## config.mk

```make
export PLATFORM = sky130hd
export DESIGN_NAME = conv_window_sequencer
export DESIGN_NICKNAME = d
export VERILOG_FILES = /design/src/rtl/conv_pkg.sv /design/src/rtl/seq_delay_line.sv /design/src/rtl/conv_window_sequencer.sv
export SDC_FILE = /design/constraint.sdc
export NUM_CORES = 1
export LEC_CHECK = 0
export CORE_UTILIZATION = 41
export CTS_BUF_LIST = sky130_fd_sc_hd__clkbuf_4 sky130_fd_sc_hd__clkbuf_8
export DETAILED_ROUTE_END_ITERATION = 10
export RECOVER_POWER = 100
export SYNTH_ARGS = -nofsm -noshare
export SYNTH_HDL_FRONTEND = slang
export SYNTH_SLANG_ARGS = --single-unit
```

## constraint.sdc

```tcl
create_clock -name i_clk -period 13.7 [get_ports i_clk]
set_input_delay 2.055 -clock i_clk [delete_from_list [all_inputs] [get_ports i_clk]]
set_output_delay 2.055 -clock i_clk [all_outputs]
set_load 0.005 [all_outputs]
```

## src/rtl/conv_pkg.sv

```systemverilog
// conv_pkg: constants and state encoding shared by the convolution sequencer,
// convolution datapath and BRAM wrappers.
// Ports: none (package).
package conv_pkg;

  localparam int unsigned DEF_M_LEN   = 3;   // kernel side length
  localparam int unsigned DEF_BIT_LEN = 8;   // datapath word width
  localparam int unsigned DEF_ADDR_W  = 18;  // BRAM address width

  // Sequencer FSM states
  typedef enum logic [2:0] {
    IDLE    = 3'd0,
    LOAD_K  = 3'd1,
    FETCH_I = 3'd2,
    DRAIN   = 3'd3,
    DONE    = 3'd4
  } seq_state_e;

endpackage : conv_pkg

```

## src/rtl/seq_delay_line.sv

```systemverilog
// seq_delay_line: fixed-depth shift register with enable and synchronous
// reset-to-zero, used to align strobes and result tags with BRAM/datapath
// latency.
// Ports:
//   i_clk  clock (rising edge)
//   i_rst  synchronous active-high reset, clears every stage
//   i_en   advance the pipeline by one stage when 1, freeze when 0
//   i_d    WIDTH-bit input word
//   o_q    WIDTH-bit output, i_d delayed by DEPTH enabled cycles
module seq_delay_line #(
  parameter int unsigned WIDTH = 1,
  parameter int unsigned DEPTH = 1
) (
  input  logic             i_clk,
  input  logic             i_rst,
  input  logic             i_en,
  input  logic [WIDTH-1:0] i_d,
  output logic [WIDTH-1:0] o_q
);

  if (DEPTH < 1) begin : g_depth_chk
    $error("seq_delay_line: DEPTH must be at least 1");
  end

  logic [WIDTH-1:0] stage_q [DEPTH];
  logic [WIDTH-1:0] stage_d [DEPTH];

  // Shift by one stage when enabled
  always_comb begin
    stage_d = stage_q;
    if (i_en) begin
      stage_d[0] = i_d;
      for (int i = 1; i < int'(DEPTH); i++) begin
        stage_d[i] = stage_q[i-1];
      end
    end
  end

  always_ff @(posedge i_clk) begin
    if (i_rst) begin
      for (int i = 0; i < int'(DEPTH); i++) begin
        stage_q[i] <= '0;
      end
    end else begin
      stage_q <= stage_d;
    end
  end

  assign o_q = stage_q[DEPTH-1];

endmodule : seq_delay_line

```

## src/rtl/conv_window_sequencer.sv

```systemverilog
// conv_window_sequencer: walks a sliding M_LEN x M_LEN window over an
// IMG_W x IMG_H feature map held in BRAM. Loads the kernel rows once, then
// issues one image-row address per cycle (row-major windows, kernel row
// innermost), strobes the datapath one cycle after each read, and tags the
// datapath result with the window coordinates CONV_LAT cycles later.
// Optional build macro: CONV_SEQ_STALL_EN adds i_hold, which freezes the
// whole sequencer and forces strobes/pulses low while asserted.
// Ports:
//   i_clk, i_rst          clock, synchronous active-high reset
//   i_start               start one full-image pass (sampled in IDLE only)
//   i_hold                stall request (CONV_SEQ_STALL_EN builds only)
//   o_addr_img/o_addr_ker feature-map / kernel BRAM read addresses
//   o_selec_K/o_selec_I   kernel / image row capture strobes
//   o_out_valid           result-valid pulse, with o_out_row/o_out_col
//   o_busy, o_done        pass in progress, end-of-pass pulse
module conv_window_sequencer
  import conv_pkg::*;
#(
  parameter int unsigned M_LEN    = DEF_M_LEN,
  parameter int unsigned IMG_W    = 8,
  parameter int unsigned IMG_H    = 8,
  parameter int unsigned ADDR_W   = DEF_ADDR_W,
  parameter int unsigned CONV_LAT = 2
) (
  input  logic              i_clk,
  input  logic              i_rst,
  input  logic              i_start,
`ifdef CONV_SEQ_STALL_EN
  input  logic              i_hold,
`endif
  output logic [ADDR_W-1:0] o_addr_img,
  output logic [ADDR_W-1:0] o_addr_ker,
  output logic              o_selec_K,
  output logic              o_selec_I,
  output logic              o_out_valid,
  output logic [ADDR_W-1:0] o_out_row,
  output logic [ADDR_W-1:0] o_out_col,
  output logic              o_busy,
  output logic              o_done
);

  // Elaboration-time parameter checks
  localparam longint unsigned IMG_WORDS = 64'(IMG_W) * 64'(IMG_H);
  localparam longint unsigned ADDR_SPAN = 64'd1 << ADDR_W;

  if (IMG_WORDS > ADDR_SPAN) begin : g_addr_chk
    $error("conv_window_sequencer: IMG_W*IMG_H exceeds the ADDR_W address space");
  end
  if (M_LEN < 1 || M_LEN > IMG_W || M_LEN > IMG_H) begin : g_mlen_chk
    $error("conv_window_sequencer: M_LEN must be within 1..min(IMG_W,IMG_H)");
  end

  localparam logic [ADDR_W-1:0] K_LAST   = ADDR_W'(M_LEN - 1);
  localparam logic [ADDR_W-1:0] C_LAST   = ADDR_W'(IMG_W - M_LEN);
  localparam logic [ADDR_W-1:0] R_LAST   = ADDR_W'(IMG_H - M_LEN);
  localparam logic [ADDR_W-1:0] IMG_W_A  = ADDR_W'(IMG_W);
  localparam int unsigned       DRAIN_W  = $clog2(CONV_LAT + 1) + 1;
  localparam logic [DRAIN_W-1:0] DRAIN_LAST = DRAIN_W'(CONV_LAT);
  localparam int unsigned       TAG_W    = 1 + 2 * ADDR_W;

  // Stall source
  logic hold_c;
`ifdef CONV_SEQ_STALL_EN
  assign hold_c = i_hold;
`else
  assign hold_c = 1'b0;
`endif

  seq_state_e          state_q, state_d;
  logic [ADDR_W-1:0]   r_q, r_d;
  logic [ADDR_W-1:0]   c_q, c_d;
  logic [ADDR_W-1:0]   k_q, k_d;
  logic [DRAIN_W-1:0]  drain_q, drain_d;
  logic [ADDR_W-1:0]   addr_img_q, addr_img_d;
  logic [ADDR_W-1:0]   addr_ker_q, addr_ker_d;
  logic                busy_q, busy_d;
  logic                done_q, done_d;

  // Next-state, counters and registered outputs
  always_comb begin
    state_d = state_q;
    r_d     = r_q;
    c_d     = c_q;
    k_d     = k_q;
    drain_d = drain_q;

    if (!hold_c) begin
      unique case (state_q)
        IDLE: begin
          if (i_start) begin
            state_d = LOAD_K;
            k_d     = '0;
          end
        end
        LOAD_K: begin
          // k_q doubles as the kernel-row index during the kernel load
          if (k_q == K_LAST) begin
            state_d = FETCH_I;
            r_d     = '0;
            c_d     = '0;
            k_d     = '0;
          end else begin
            k_d = k_q + 1'b1;
          end
        end
        FETCH_I: begin
          if (k_q != K_LAST) begin
            k_d = k_q + 1'b1;
          end else begin
            k_d = '0;
            if (c_q != C_LAST) begin
              c_d = c_q + 1'b1;
            end else begin
              c_d = '0;
              if (r_q != R_LAST) begin
                r_d = r_q + 1'b1;
              end else begin
                state_d = DRAIN;
                drain_d = '0;
              end
            end
          end
        end
        DRAIN: begin
          // Last result tag leaves the delay line CONV_LAT+1 cycles after the final issue
          if (drain_q == DRAIN_LAST) begin
            state_d = DONE;
          end else begin
            drain_d = drain_q + 1'b1;
          end
        end
        DONE:    state_d = IDLE;
        default: state_d = IDLE;
      endcase
    end

    // Addresses follow the counters only while issuing, otherwise hold
    addr_ker_d = (state_d == LOAD_K) ? k_d : addr_ker_q;
    addr_img_d = (state_d == FETCH_I) ? ADDR_W'((r_d + k_d) * IMG_W_A + c_d) : addr_img_q;
    busy_d     = (state_d != IDLE);
    done_d     = (state_d == DONE);
  end

  always_ff @(posedge i_clk) begin
    if (i_rst) begin
      state_q    <= IDLE;
      r_q        <= '0;
      c_q        <= '0;
      k_q        <= '0;
      drain_q    <= '0;
      addr_img_q <= '0;
      addr_ker_q <= '0;
      busy_q     <= 1'b0;
      done_q     <= 1'b0;
    end else begin
      state_q    <= state_d;
      r_q        <= r_d;
      c_q        <= c_d;
      k_q        <= k_d;
      drain_q    <= drain_d;
      addr_img_q <= addr_img_d;
      addr_ker_q <= addr_ker_d;
      busy_q     <= busy_d;
      done_q     <= done_d;
    end
  end

  // Issue flags for the address presented this cycle
  logic issue_k_c, issue_i_c, last_k_c;
  assign issue_k_c = (state_q == LOAD_K);
  assign issue_i_c = (state_q == FETCH_I);
  assign last_k_c  = issue_i_c && (k_q == K_LAST);

  // BRAM read latency of one cycle before the capture strobes
  logic [1:0] sel_q;
  seq_delay_line #(
    .WIDTH (2),
    .DEPTH (1)
  ) u_sel_dly (
    .i_clk (i_clk),
    .i_rst (i_rst),
    .i_en  (!hold_c),
    .i_d   ({issue_k_c, issue_i_c}),
    .o_q   (sel_q)
  );

  // Window tag rides alongside the datapath: one read cycle plus CONV_LAT
  logic [TAG_W-1:0] tag_q;
  seq_delay_line #(
    .WIDTH (TAG_W),
    .DEPTH (1 + CONV_LAT)
  ) u_tag_dly (
    .i_clk (i_clk),
    .i_rst (i_rst),
    .i_en  (!hold_c),
    .i_d   ({last_k_c, r_q, c_q}),
    .o_q   (tag_q)
  );

  assign o_addr_img  = addr_img_q;
  assign o_addr_ker  = addr_ker_q;
  assign o_selec_K   = sel_q[1] & ~hold_c;
  assign o_selec_I   = sel_q[0] & ~hold_c;
  assign o_out_valid = tag_q[TAG_W-1] & ~hold_c;
  assign o_out_row   = tag_q[2*ADDR_W-1:ADDR_W];
  assign o_out_col   = tag_q[ADDR_W-1:0];
  assign o_busy      = busy_q;
  assign o_done      = done_q & ~hold_c;

endmodule : conv_window_sequencer

```

==> results.toml, run 1 <==
[layout]
area_growth_pct = 20.3
layout-drive-gt1-share = 0.0782
diodes = 0
layout.cells.non_filler = 1400
fillers = 2025
final_nets = 1139

[grt]
grt-ovfl-total = 0
grt_pass1_wl_mm = 33.1
first_global_vias = 6309
grt_max_degree = 134
antenna_found_initial = 0
grt_usage = 0.188

[setup_path]
ff2ff_setup_slack_ns = 7.41
rr_worst_depth = 26
cp_max_fo = 133
start_kind = "input port"
crit_top_cell = "clkbuf_1"
cp-end-kind = "register"
required_ns = 13.96
cp_num_buf_inv = 2
cp_top_family = "buffers and inverters"
r2r_end = "o_addr_img[17]$_SDFFE_PP0N_"
crit_chain = "clkbuf_1 -> clkbuf_1 -> nor3_1"
cpMaxStageDelayCell = "clkbuf_1"
critical_path_arrival_ns = 8.50
worstReg2RegStart = "k_q[0]$_SDFF_PP0_"
worstSetupPathType = "input port to register"
worst_path_largest_cell_delay_ns = 3.60

[min_path]
min_to = "u_tag_dly.o_q[25]$_SDFF_PP0_"
hold_class = "register to register"
hold_depth = 1
min_from = "u_tag_dly.stage_q[62]$_SDFF_PP0_"

[clock_network]
clkTransAtPathRegs_ns = 0.06
cts_tree = "built"
cts_max_path_buffers = 3
h-tree-depth = 2
cts_made_buffers = 37
clock_latency_ns = 0.53
cts_sinks = 211
hold_buffers = 0
cts_root_buf = "clkbuf_8"
cts_resized = 0
cts_setup_buffers = 0

[timing]
finalCritPeriodShare = 0.602
setup_violations = 0
fmax_mhz = 121
hold_violations = 0
worst_pin_slew_ns = 5.22
finClkSkew_ns = 0.0254
rsz0062_at_grt = "false"
slew_violations = 212
setup_tns_ns = 0
timing.final.crit_period_ns = 8.24
slew_headroom = -2.48

[run_status]
status = "finished with violations"
violations = "capacitance limit, slew limit"

[placed_design]
dpl.hpwl_mm = 14.1
placed_cells = 1334
gp_congestion = 0.895
io_buffers = 79

[pwr]
fin_total_pwr_w = 0.00126
p_leak_nw = 4.50
ir_drop_mv = 0.0678
pwr_density_cell_mw_per_mm2 = 117

[route]
routedWlPerCell_um = 14.7
drc = 0
via_per_inst = 5.07
drtAntennaViolNets = 0
finalWirelength_mm = 20.6
via_count = 7097
drtPass1Iterations = 5
drt_iter0_markers = 530

[floorplan]
start_util = 0.422
die_h_um = 149
rows = 53
ios = 80
die_x_um = 149
core_area_mm2 = 0.0212
dieArea_mm2 = 0.0223

[synth]
synthFlopType = "dfxtp_1"
synthCells = 1016
syn_nets = 1057
yosysSeqAreaShare = 0.474
synth_area_per_cell_um2 = 8.78
yosys_warnings = 0
ys_types = 57
yosys_register_bits = 211
netlist_area_mm2 = 0.00892
ys_async_sr_fraction = 0
synth_enable_flop_cells = 0

[run]
maxCapViolations = 2
## per-stage QoR
| stage | hold slack (ns) | cell area [um^2] | worst slack, ns | utilization |
|---|---|---|---|---|
| floorplan | 0.414 | 8920 | 7.91 | - |
| global placement | 0.417 | 9960 | 7.16 | 0.471 |
| detailed placement | 0.420 | 9960 | 7.02 | 0.471 |
| CTS | 0.432 | 10700 | 7.53 | 0.508 |
| global route | 0.446 | 10700 | 4.48 | 0.507 |
| finish | 0.428 | 10700 | 5.46 | 0.507 |
## state kept, by name (all words and copies together) (netlist names)
| signal | count |
|---|---|
| u_tag_dly.stage_q | 74 |
| u_tag_dly.o_q | 37 |
| c_q | 18 |
| k_q | 18 |
| o_addr_img | 18 |
| o_addr_ker | 18 |
| r_q | 18 |
| drain_q | 3 |
| state_q | 3 |
| u_sel_dly.o_q | 2 |
| o_busy | 1 |
| o_done | 1 |
## layout make-up
type | count | area [um^2] | share of cell area
sequential | 211 | 4220 | 0.394
clock inverter | 11 | 85.1 | 0.00793
timing repair buffer | 89 | 856 | 0.0798
multi-input combinational | 726 | 4400 | 0.410
inverter | 33 | 124 | 0.0115
clock buffer | 55 | 694 | 0.0647
tap | 275 | 344 | 0.0321
## routing by layer
metal  vias to the layer above  track usage  share of wire
met2                       209        0.279           0.43
met4                         0       0.0622          0.021
met5                         -            0              0
met1                      3215        0.266           0.48
li1                       3639            -              -
met3                        34       0.0433          0.067
## cells in the mapped netlist, drive strengths merged (9+ instances only)
cell type	number	area [um^2]
dfxtp	211	4220
xnor2	20	183
o21ai	54	270
nand4	14	87.6
nor2b	143	895
nor2	98	368
or3	9	56.3
o31ai	14	105
nor3	22	110
xor2	15	131
inv	33	124
ha	36	450
and3	15	93.8
nand3	31	155
clkbuf	44	166
nand2	90	338
a211oi	22	170
a21oi	56	280
## report_power, final
part           internal (W)  switching (W)
clock              0.000344       0.000250
combinational     0.0000136      0.0000282
sequential         0.000618     0.00000310
## worst max path at each step
| stage | cells past startpoint | slack (ns) | to | start |
|---|---|---|---|---|
| after floorplan | 19 | 7.91 | o_addr_img[17]$_SDFFE_PP0N_ | i_start |
| after global placement | 19 | 7.16 | o_addr_img[17]$_SDFFE_PP0N_ | i_start |
| after detailed placement | 19 | 7.02 | o_addr_img[17]$_SDFFE_PP0N_ | i_start |
| after CTS | 24 | 7.53 | o_addr_img[17]$_SDFFE_PP0N_ | c_q[4]$_SDFF_PP0_ |
| after global routing | 3 | 4.48 | o_done$_SDFF_PP0_ | i_rst |
| final | 3 | 5.46 | o_done$_SDFF_PP0_ | i_rst |
## logic make-up after synthesis
group                      Yosys count  synth area share
muxes                                5           0.00575
AOI/OAI and AO/OA                  193             0.135
xor gates and xnor gates            35            0.0352
DFF                                211             0.474
buffers and inverters               79            0.0335
and+or+nand+nor                    455             0.262
adders and majority gates           38            0.0550
## cells in the final DEF, fill, tap and decap left out, types with 4 or more instances in the layout
cell / instances
dfxtp_1: 211
nor2b_1: 143
nor2_1: 98
nand2_1: 90
dlygate4sd3_1: 77
a21oi_1: 56
o21ai_0: 50
clkbuf_8: 45
ha_1: 36
inv_1: 33
nand3_1: 31
nor3_1: 22
a211oi_1: 21
xnor2_1: 19
and3_1: 15
xor2_1: 15
o31ai_1: 14
nand4_1: 14
clkbuf_4: 10
or3_1: 9
buf_4: 9
clkinv_2: 8
nor4_1: 7
a31oi_1: 7
a21o_1: 6
nand2b_1: 5
o21ai_1: 4
nor3b_1: 4
o21bai_1: 4
o21a_1: 4
mux2i_1: 4
(Power assumes the default switching activity.)
==> inputs of run 2 (changes only) <==
- clock period: 13.7 -> 8.6 ns (I/O delays scaled with it)
==> run 2 against run 1 <==
  * The run still ends with capacitance limit, slew limit left
  * Die area did not move
  * Register-to-register slack got worse by 5.4 ns
  * Hold slack improved by 0.0014 ns
  * Critical path depth rose by 20
  * Cell count fell by 0.36%
  * Combinational power rose by 56%
  * Count of clock-buffer cells in the layout fell by 1
  * Non-clock buffer count did not move
  * Sequential share of layout area rose by 0.069 points
  * Via count fell by 0.92%
  * Largest cell class unchanged
  * Highest routed layer unchanged
==> results.toml, run 2 (synthesized netlist as in run 1, its figures left out) <==
[layout]
area_growth_pct = 20.1
mostFrequentLayoutCells = "211 x dfxtp_1, 143 x nor2b_1, 98 x nor2_1"
diodes = 0
largest-register = "u_tag_dly.stage_q"
final_util = 0.506
final_nets = 1138
largest_register_ff_count = 74
layout-drive-gt1-share = 0.0732
final_common_cell = "dfxtp_1"

[timing]
finClkSkew_ns = 0.0206
timing.final.crit_period_ns = 6.56
setup_violations = 0
slew_headroom = -2.13
worst_pin_slew_ns = 4.70
hold_violations = 0
slew_violations = 212
fmax_mhz = 152
worst_slack_ns = 2.04
rsz0062_at_grt = "false"
setup_tns_ns = 0
finalCritPeriodShare = 0.763

[clock_network]
cts_tree = "built"
cts_resized = 0
cts_made_buffers = 36
cts_setup_buffers = 0
clock_latency_ns = 0.52
cts_sinks = 211
clkTransAtPathRegs_ns = 0.06
cts_max_path_buffers = 3
h-tree-depth = 2
hold_buffers = 0
cts_root_buf = "clkbuf_8"

[grt]
grt-ovfl-total = 0
grt_pass1_wl_mm = 32.8
grt_usage = 0.186
grt_max_degree = 115
grtUsageMet3 = 0.0366
grt.met2_usage = 0.281
antenna_found_initial = 0
top_usage_layer = "met2"
first_global_vias = 6314
use_met1 = 0.263

[setup_path]
cpMaxStageDelayCell = "o41ai_1"
crit_chain = "inv_1 -> ha_1 -> nor4b_1 -> nand4_1 -> or2_0 -> nor3_1 -> clkbuf_1 -> nand2_1 -> o31ai_1 -> ha_1 -> o21a_1 -> o31a_1 -> o41ai_1 -> o21ba_2 -> xnor2_1 -> ha_1 -> nand3_1 -> o2111ai_1 -> o211ai_1 -> o21ai_0 -> nand2_1 -> a211oi_1 -> nor4_2"
critical_path_arrival_ns = 6.78
worstSetupPathType = "register to register"
crit_top_cell = "ha_1"
cp_num_buf_inv = 2
cp-end-kind = "register"
cp_max_fo = 12
cp_top_family = "compound AO/OA/AOI/OAI gates"
worst_path_largest_cell_delay_ns = 0.53
start_kind = "register"
required_ns = 8.82

[route]
via_per_inst = 5.04
drtPass1Iterations = 5
finalWirelength_mm = 20.4
drc = 0
drtAntennaViolNets = 0
routedWlPerCell_um = 14.6
via_count = 7032
drt_iter0_markers = 422

[floorplan]
die_h_um = 149
die_x_um = 149
ios = 80
core_area_mm2 = 0.0212
dieArea_mm2 = 0.0223
rows = 53
start_util = 0.422

[pwr]
p_leak_nw = 4.47
pwr_density_cell_mw_per_mm2 = 186
ir_drop_mv = 0.0862

[placed_design]
dpl.hpwl_mm = 14.1
pre_cts_ws_ns = 2.59
io_buffers = 79
gp_congestion = 0.843

[run]
maxCapViolations = 2

[run_status]
violations = "capacitance limit, slew limit"
status = "finished with violations"

[min_path]
hold_class = "register to register"
-- run 2: cell types whose count changed in the layout (fill, tap and decap cells not counted) --
cell,change
clkinv_2,-6
clkbuf_4,-2
clkinvlp_4,+2
buf_4,-1
clkbuf_2,+1
clkbuf_8,+1
or2_0,+1
or2_2,-1
-- run 2: metal layers --
metal / part of all wire / up-vias / wire length (um)
met2: 0.43 / 193 / 8790
met3: 0.053 / 33 / 1080
met5: 0 / - / 0
li1: - / 3630 / -
met4: 0.021 / 0 / 420
met1: 0.50 / 3176 / 10100
-- run 2: final timing paths --
| kind | end | cells after the start | slack, ns | from |
|---|---|---|---|---|
| max | o_addr_img[17]$_SDFFE_PP0N_ | 23 | 2.04 | k_q[0]$_SDFF_PP0_ |
| min reg2reg | u_tag_dly.stage_q[64]$_SDFF_PP0_ | 1 | 0.43 | u_tag_dly.stage_q[101]$_SDFF_PP0_ |
| max reg2reg | o_addr_img[17]$_SDFFE_PP0N_ | 23 | 2.04 | k_q[0]$_SDFF_PP0_ |
| min | u_tag_dly.stage_q[64]$_SDFF_PP0_ | 1 | 0.43 | u_tag_dly.stage_q[101]$_SDFF_PP0_ |
-- run 2: cell type report --
cell class	instances	area, um^2
clock inverter	7	70.1
timing repair buffer	89	853
fill	2022	10400
tap	275	344
sequential	211	4220
clock buffer	54	693
inverter	33	124
multi-input combinational	726	4400
-- run 2: report_power, final --
| group | internal, W | total, W | switching, W | leakage, nW |
|---|---|---|---|---|
| clock network | 0.000544 | 0.000933 | 0.000388 | 0.390 |
| logic | 0.0000212 | 0.0000654 | 0.0000442 | 2.38 |
| registers | 0.000985 | 0.000990 | 0.00000482 | 1.70 |
| total | 0.00155 | 0.00199 | 0.000437 | 4.47 |
-- run 2: per-stage QoR --
step	instances	area [um^2]	total power (W)	hold WS, ns
floorplan	1016	8920	0.00105	0.414
global placement	1334	9960	0.00108	0.415
detailed placement	1334	9960	0.00108	0.420
CTS	1395	10700	0.00202	0.430
global route	1395	10700	0.00207	0.449
finish	1395	10700	0.00199	0.430
-- run 2: worst register-to-register path: cells and delay by family (launching register included) --
kind	cells	cell delay, ns
compound gates	9	2.52
xor+xnor	1	0.06
fa+ha+maj	3	0.87
buf+inv	2	0.52
flops	1	0.36
simple gates	8	1.94
==> inputs of run 3 (changes only) <==
- clock period: 8.6 -> 6.7 ns (I/O delays scaled with it)
==> run 3 against run 2 <==
  * The flow still finishes with violations (capacitance limit, slew limit)
  * Sequential cell count is the same
  * Global-route usage rose by 0.29 points
  * Combinational power is 30% higher
  * Cell count grew 0.36%
  * Routed wire length is 0.15% lower
  * Setup slack got worse by 1.3 ns
  * Clock power is 25% higher
==> results.toml, run 3 (synthesized netlist as in run 1, its figures left out) <==
[run_status]
status = "finished with violations"
violations = "capacitance limit, slew limit"

[route]
finalWirelength_mm = 20.4
drc = 0
drtAntennaViolNets = 0
via_count = 7049
drt_iter0_markers = 413
drtPass1Iterations = 5
via_per_inst = 5.04
routedWlPerCell_um = 14.6

[timing]
timing.final.crit_period_ns = 5.92
worst_pin_slew_ns = 2.95
finClkSkew_ns = 0.0218
setup_violations = 0
hold_violations = 0
slew_violations = 75
setup_tns_ns = 0
finalCritPeriodShare = 0.883
rsz0062_at_grt = "false"
fmax_mhz = 169
slew_headroom = -0.964

[grt]
first_global_vias = 6537
grt_pass1_wl_mm = 33.4
grt_max_degree = 137
antenna_found_initial = 0
grt-ovfl-total = 0
grt_usage = 0.189

[layout]
mostFrequentLayoutCells = "211 x dfxtp_1, 143 x nor2b_1, 98 x nor2_1"
diodes = 0
final_common_cell = "dfxtp_1"
area_growth_pct = 19.9
final_nets = 1143
layout.cells.non_filler = 1400
largest-register = "u_tag_dly.stage_q"
largest_register_ff_count = 74
layout-drive-gt1-share = 0.0684

[floorplan]
ios = 80
core_area_mm2 = 0.0212
dieArea_mm2 = 0.0223
rows = 53
die_h_um = 149
start_util = 0.422
die_x_um = 149

[setup_path]
worstSetupPathType = "register to register"
start_kind = "register"
cpMaxStageDelayCell = "or2_0"
required_ns = 7.13
cp-end-kind = "register"
critical_path_arrival_ns = 6.34
worst_path_largest_cell_delay_ns = 0.48
cp_max_fo = 12

[clock_network]
hold_buffers = 0
cts_sinks = 211
clkTransAtPathRegs_ns = 0.07
cts_resized = 0
cts_setup_buffers = 0
cts_max_path_buffers = 3
cts_root_buf = "clkbuf_8"
clock_latency_ns = 0.53
cts_made_buffers = 37
h-tree-depth = 2
cts_tree = "built"

[pwr]
pwr_density_cell_mw_per_mm2 = 236
ir_drop_mv = 0.118
fin_total_pwr_w = 0.00253
p_leak_nw = 4.47

[run]
maxCapViolations = 1

[min_path]
hold_class = "register to register"

[placed_design]
dpl.hpwl_mm = 14.1
placed_cells = 1338
io_buffers = 79
gp_congestion = 0.916
==> run 3: cell types whose count changed in the layout (fill, tap and decap cells not counted), moves of 2 or more <==
| cell | delta |
|---|---|
| clkbuf_1 | +5 |
| clkbuf_4 | +3 |
| clkinvlp_4 | -2 |
| o21ai_0 | +3 |
| o21ai_1 | -3 |
==> run 3: cell type report <==
class / instances / area (um^2)
sequential: 211 / 4220
timing repair buffer: 93 / 871
fill: 2031 / 10500
multi-input combinational: 726 / 4380
tap: 275 / 344
clock buffer: 57 / 716
inverter: 33 / 124
clock inverter: 5 / 30.0
==> run 3: power breakdown <==
group | internal [W] | switching (W)
sequential | 0.00126 | 0.00000584
clock | 0.000676 | 0.000496
combinational | 0.0000278 | 0.0000570
total | 0.00197 | 0.000559
==> run 3: per-stage QoR <==
step | area, um^2 | hold WS, ns | utilization | setup WS [ns]
after floorplan | 8920 | 0.414 | - | 1.35
after global placement | 9990 | 0.415 | 0.472 | 0.915
after detailed placement | 9990 | 0.423 | 0.472 | 0.831
after CTS | 10700 | 0.433 | 0.508 | 0.792
after global routing | 10700 | 0.448 | 0.505 | 0.183
final | 10700 | 0.431 | 0.505 | 0.785
==> run 3: worst paths after layout <==
kind                                                        from                                to  slack, ns  depth (start not counted)
worst max-delay path                           k_q[1]$_SDFF_PP0_       o_addr_img[17]$_SDFFE_PP0N_       0.78                         25
worst min-delay path            u_tag_dly.stage_q[86]$_SDFF_PP0_  u_tag_dly.stage_q[49]$_SDFF_PP0_       0.43                          1
worst max register to register                 k_q[1]$_SDFF_PP0_       o_addr_img[17]$_SDFFE_PP0N_       0.78                         25
worst min register to register  u_tag_dly.stage_q[86]$_SDFF_PP0_  u_tag_dly.stage_q[49]$_SDFF_PP0_       0.43                          1
==> run 3: per-layer routing <==
metal  vias up  share of wire  track usage
met1      3173           0.48        0.261
li1       3653              -            -
met3        34          0.061       0.0421
met5         -              0            0
met4         0          0.024       0.0653
met2       189           0.44        0.290
==> run 3: worst max-delay path: cells and delay by family, from the launching register on <==
family	cells	cell delay, ns
AO/OA/AOI/OAI	12	2.49
AND/OR/NAND/NOR	7	1.68
adder cells (fa/ha/maj)	3	0.83
flip-flops	1	0.40
buffers and inverters	2	0.30
XOR/XNOR	1	0.11
